`config.mk`:
```
export PLATFORM = sky130hd
export DESIGN_NAME = rv32i_fetch
export DESIGN_NICKNAME = d
export VERILOG_FILES = /design/src/rtl/rv32i_fetch_pkg.sv /design/src/rtl/rv32i_fetch_fifo.sv /design/src/rtl/rv32i_fetch.sv
export SDC_FILE = /design/constraint.sdc
export NUM_CORES = 1
export LEC_CHECK = 0
export CORE_MARGIN = 1
export CORE_UTILIZATION = 45
export CTS_BUF_LIST = sky130_fd_sc_hd__clkbuf_4
export DETAILED_ROUTE_END_ITERATION = 8
export PLACE_DENSITY = 0.7
export SLEW_MARGIN = 15
export SYNTH_ARGS = -nofsm -noshare
export SYNTH_HDL_FRONTEND = slang
export SYNTH_HIERARCHICAL = 1
export SYNTH_SLANG_ARGS = --single-unit
export TNS_END_PERCENT = 5
```
`constraint.sdc`:
```
create_clock -name clk -period 5.11 [get_ports clk]
set_input_delay 1.2775 -clock clk [delete_from_list [all_inputs] [get_ports clk]]
set_output_delay 1.2775 -clock clk [all_outputs]
set_load 0.02 [all_outputs]
```
`src/rtl/rv32i_fetch_pkg.sv`:
```
// Shared types for the RV32I fetch stage: NOP encoding and the buffered fetch entry.
package rv32i_package;
  localparam logic [31:0] NOP_INSTR = 32'h0000_0013;  // addi x0, x0, 0

  typedef struct packed {
    logic [31:0] pc;
    logic [31:0] instr;
  } fetch_entry_t;
endpackage

```
`src/rtl/rv32i_fetch_fifo.sv`:
```
// Response buffer for the fetch stage: sync FIFO of fetch entries.
// Clear wins over push and pop.
module rv32i_fetch_fifo
  import rv32i_package::*;
#(
  parameter int DEPTH = 2,
  localparam int AW = $clog2(DEPTH),
  localparam int CW = AW + 1
) (
  input  logic         clk,
  input  logic         reset,
  input  logic         push,
  input  fetch_entry_t push_data,
  input  logic         pop,
  output fetch_entry_t pop_data,
  input  logic         clear,
  output logic [CW-1:0] count
);
  fetch_entry_t  mem [DEPTH];
  logic [AW-1:0] wr_ptr, rd_ptr;
  logic          do_push, do_pop;

  assign do_push  = push && !clear;
  assign do_pop   = pop && !clear && (count != '0);
  assign pop_data = mem[rd_ptr];

  // DEPTH is a power of two, so pointers wrap on their own
  always_ff @(posedge clk or negedge reset) begin
    if (!reset) begin
      wr_ptr <= '0;
      rd_ptr <= '0;
      count  <= '0;
    end else if (clear) begin
      wr_ptr <= '0;
      rd_ptr <= '0;
      count  <= '0;
    end else begin
      if (do_push) wr_ptr <= wr_ptr + AW'(1);
      if (do_pop)  rd_ptr <= rd_ptr + AW'(1);
      count <= count + CW'(do_push) - CW'(do_pop);
    end
  end

  always_ff @(posedge clk) begin
    if (do_push) mem[wr_ptr] <= push_data;
  end

  a_no_overflow: assert property (@(posedge clk) disable iff (!reset)
    !(do_push && !do_pop && (count == CW'(DEPTH))));
endmodule

```
`src/rtl/rv32i_fetch.sv`:
```
// RV32I instruction fetch: credit-limited imem requests, in-order response buffer,
// one instruction per cycle to decode. `RV32I_FETCH_PERF_EN adds perf counters.
module rv32i_fetch
  import rv32i_package::*;
#(
  parameter logic [31:0] RESET_PC   = 32'h0000_0000,
  parameter int          FIFO_DEPTH = 2
) (
  input  logic        clk,
  input  logic        reset,
  output logic        imem_req_valid,
  input  logic        imem_req_ready,
  output logic [31:0] imem_req_addr,
  input  logic        imem_rsp_valid,
  input  logic [31:0] imem_rsp_data,
  input  logic        redirect_valid,
  input  logic [31:0] redirect_pc,
  input  logic        decode_stall,
  input  logic        decode_flush,
  output logic [31:0] fetch_instruction,
  output logic [31:0] fetch_pc,
  output logic        fetch_valid
`ifdef RV32I_FETCH_PERF_EN
  ,
  output logic [31:0] perf_fetched,
  output logic [31:0] perf_bubbles
`endif
);
  localparam int CW = $clog2(FIFO_DEPTH) + 1;

  logic [31:0]   pc_q, rsp_pc_q, target;
  logic [CW-1:0] outstanding, outstanding_next, drop_cnt, fifo_count;
  logic [CW:0]   credits_used;
  logic          accept, keep, out_load, fifo_empty, bypass, push, pop;
  logic          load_valid, load_nop;
  fetch_entry_t  fifo_head;

  // Every in-flight request owns a FIFO slot, so the buffer cannot overflow
  assign credits_used     = {1'b0, outstanding} + {1'b0, fifo_count};
  assign imem_req_valid   = reset && !redirect_valid && (credits_used < (CW+1)'(FIFO_DEPTH));
  assign imem_req_addr    = pc_q;
  assign accept           = imem_req_valid && imem_req_ready;
  assign outstanding_next = outstanding + CW'(accept) - CW'(imem_rsp_valid);
  assign target           = {redirect_pc[31:2], 2'b00};

  assign keep       = imem_rsp_valid && (drop_cnt == '0) && !redirect_valid;
  assign out_load   = !redirect_valid && !decode_flush && !decode_stall;
  assign fifo_empty = (fifo_count == '0);
  assign bypass     = out_load && fifo_empty && keep;
  assign push       = keep && !bypass;
  assign pop        = out_load && !fifo_empty;
  assign load_valid = pop || bypass;
  assign load_nop   = redirect_valid || decode_flush || (out_load && !load_valid);

  rv32i_fetch_fifo #(.DEPTH(FIFO_DEPTH)) u_fifo (
    .clk       (clk),
    .reset     (reset),
    .push      (push),
    .push_data ('{pc: rsp_pc_q, instr: imem_rsp_data}),
    .pop       (pop),
    .pop_data  (fifo_head),
    .clear     (redirect_valid),
    .count     (fifo_count)
  );

  always_ff @(posedge clk or negedge reset) begin
    if (!reset) begin
      pc_q        <= RESET_PC;
      rsp_pc_q    <= RESET_PC;
      outstanding <= '0;
      drop_cnt    <= '0;
    end else begin
      outstanding <= outstanding_next;
      if (redirect_valid) begin
        // Everything still in flight after this edge belongs to the wrong path
        pc_q     <= target;
        rsp_pc_q <= target;
        drop_cnt <= outstanding_next;
      end else begin
        if (accept) pc_q <= pc_q + 32'd4;
        if (keep)   rsp_pc_q <= rsp_pc_q + 32'd4;
        if (imem_rsp_valid && (drop_cnt != '0)) drop_cnt <= drop_cnt - CW'(1);
      end
    end
  end

  always_ff @(posedge clk or negedge reset) begin
    if (!reset) begin
      fetch_instruction <= NOP_INSTR;
      fetch_pc          <= RESET_PC;
      fetch_valid       <= 1'b0;
    end else if (load_nop) begin
      fetch_instruction <= NOP_INSTR;
      fetch_valid       <= 1'b0;
    end else if (pop) begin
      fetch_instruction <= fifo_head.instr;
      fetch_pc          <= fifo_head.pc;
      fetch_valid       <= 1'b1;
    end else if (bypass) begin
      fetch_instruction <= imem_rsp_data;
      fetch_pc          <= rsp_pc_q;
      fetch_valid       <= 1'b1;
    end
  end

`ifdef RV32I_FETCH_PERF_EN
  always_ff @(posedge clk or negedge reset) begin
    if (!reset) begin
      perf_fetched <= '0;
      perf_bubbles <= '0;
    end else begin
      if (load_valid) perf_fetched <= perf_fetched + 32'd1;
      if (load_nop)   perf_bubbles <= perf_bubbles + 32'd1;
    end
  end
`endif
endmodule

```
==> results.cfg <==
[floorplanning]
dieArea_um2 = 26200
start_util = 0.458
io_pins = 169
core_um2 = 25100
die_x_um = 162
die_y_um = 162
fp-row-count = 58

[routing]
avgViaCountPerCell = 5.32
drtPass1Iterations = 7
drt-total-wl_um = 25700
ant_nets = 0
num_vias = 7980
drcViolationCount = 0
wl_per_cell_um = 17.1
first_iter_violations = 619

[grt]
grt_pass1_vias = 7997
grt_overflow = 0
antenna_found_initial = 0
grtUsageMet1 = 0.266
use_met2 = 0.323
grt_max_degree = 75
use_met3 = 0.0483
top_usage_layer = met2
grt_first_pass_wirelength_um = 41300
grt_use_total = 0.201

[synthesis]
yosys.area_share.simple = 0.106
avgSynthCellArea_um2 = 12.8
synthesis.area_um2 = 11500
synth_edf_count = 128
synth_top_area_share = 0.334
synthAdderAreaFrac = 0.00936
ys_warn_count = 6
yosysUniqueCellTypes = 55
yosys-mux-area-fraction = 0.119
async_flop_share = 0.510
synth-compound-area-share = 0.0749
ys.flop_type = dfrtp_1
syn_inst = 901
synth_top_family_by_area = multiplexers
seq_area_frac_synth = 0.624
synth.largest_area_cell = edfxtp_1
synth_area_leaders = edfxtp_1 33%, dfrtp_1 28%, mux2_2 7.9%
synth.ff_latch_count = 261
synth_xor_area_frac = 0.0401

[worst_hold_path]
hold_path_class = register to register

[sta]
tns_ns = 0
timing.hold.ws_ns = 0.475
worst_pin_slew_ns = 0.983
rsz0062_at_grt = false
finalSetupViolations = 0
slew_viol_final = 0
fin_worst_skew_ns = 0.0321
timing.fmax_mhz = 226
final-hold-violation-count = 0
period_minus_slack_ns = 4.42
relSlewSlack = 0.344
period_share = 0.866

[layout]
nets = 1193
syn_to_final_growth_pct = 25.6
final_area_um2 = 14400
most-common-layout-cells = 163 x clkdlybuf4s50_1, 129 x dfrtp_1, 128 x edfxtp_1
drive_gt1_frac = 0.208
fillCellCount = 2151
final_common_cell = clkdlybuf4s50_1
ff_latch_area_um2 = 7180
multi_input_area_um2 = 4070

[worst_setup_path]
rrSetupSlack_ns = 1.89
cp_cell_sequence = clkdlybuf4s50_1, nor4b_4, clkdlybuf4s50_1
crit_slowest_cell = clkdlybuf4s50_1
r2r_start = u_fifo/count[0]
critPathKind = primary input to output port
worstPathArrival_ns = 3.15
crit_fanout = 7
crit_path_end = imem_req_valid
crit_top_cell = clkdlybuf4s50_1
cp-startpoint = redirect_valid
cpPeakStageDelay_ns = 0.71
r2r_cells = 12
worstSetupStartpointType = primary input
critPathRequiredTime_ns = 3.83
r2r-end = drop_cnt[1]
end_kind = output port

[placement]
io_buffers = 164
gp_congestion = 0.878
place_area_um2 = 13500
place_hpwl_um = 16800

[cts]
cts_resized = 0
cts_hold_buffers = 0
h-tree-depth = 3
cts_tree = yes
path_clk_slew_ns = 0.06
cts_num_sinks = 261
clock_path_buffers = 3
clk-insertion-delay-late_ns = 0.65
numCtsBuffers = 70
cts_setup_buffers = 0
root_buffer = clkbuf_4

[power]
cellPowerDensity_nw_per_um2 = 386
p_leak_uw = 0.00539
vdd.ir_drop.worst_v = 0.000163

[status]
status = finished, final reports clean

[flow_run]
cap_violations = 0
worst min path at each step:
stage / from / slack (ns) / to / depth (start not counted)
4_1_cts: fetch_pc[17] / 0.48 / fetch_pc[17] / 2
2_1_floorplan: rsp_pc_q[4] / 0.44 / u_fifo/mem[0][36] / 0
5_1_grt: fetch_valid / 0.50 / fetch_valid / 2
3_3_place_gp: fetch_instruction[15] / 0.46 / fetch_instruction[15] / 2
6_report: fetch_pc[17] / 0.48 / fetch_pc[17] / 2
3_5_place_dp: fetch_pc[17] / 0.47 / fetch_pc[17] / 2
cells by family after synthesis:
kind of cell / Yosys count
fa+ha+maj: 8
mux: 127
compound gates: 145
simple gates: 246
flops: 261
xor+xnor: 51
other cells: 1
buf+inv: 62
where the power goes:
part / internal [µW] / total, µW / switching, µW
Combinational: 510 / 1080 / 573
Clock: 1040 / 1860 / 819
Sequential: 2450 / 2630 / 182
cells in the mapped netlist (all sizes together), types with 2 or more instances:
master  number
buf         18
o311ai       3
nor2        34
a22oi       20
edfxtp     128
nor2b        2
clkbuf      28
nor4         6
nand2b       9
inv         16
xor2        16
a31oi        3
o21ai       77
o211ai       5
dfrtp      130
ha           7
a21oi       18
a22o         2
a21boi      12
and4         4
xnor2       34
and2         6
and3         8
or4          6
dfstp        3
nor3        17
or2          5
nand3       24
mux2        81
mux2i       46
nand4       20
or3          3
nand2      100
per-stage QoR:
stage / instances / setup WS [ns] / util / power [µW]
2_1_floorplan: 906 / -0.311 / - / 3210
3_3_place_gp: 1372 / 0.717 / 0.538 / 3740
3_5_place_dp: 1372 / 0.715 / 0.538 / 3770
4_1_cts: 1500 / 0.723 / 0.575 / 5670
5_1_grt: 1500 / 0.593 / 0.575 / 5880
6_report: 1501 / 0.687 / 0.575 / 5580
cell type report:
class / count / area share
multi-input combinational: 583 / 0.282
antenna: 1 / 0.000173
sequential: 261 / 0.497
clock buffer: 119 / 0.0619
clock inverter: 9 / 0.00234
inverter: 16 / 0.00416
timing repair buffer: 182 / 0.124
tap: 330 / 0.0286
registers in the layout, indices dropped and copies added, names as in the netlist:
register and flops:
drop_cnt 2, fetch_instruction 32, fetch_pc 32, fetch_valid 1
imem_req_addr 30, outstanding 2, rsp_pc_q 30, u_fifo/count 2
u_fifo/mem 128, u_fifo/rd_ptr 1, u_fifo/wr_ptr 1
critical path: cells and delay by family:
family	cells	cell delay [ns]
simple gates	1	0.60
buf+inv	2	1.26
metal layers:
layer,vias to the layer above,share of wire
li1,3754,-
met4,0,0.020
met2,280,0.46
met5,-,0
met3,45,0.075
met1,3901,0.44
(Power assumes the default switching activity.)
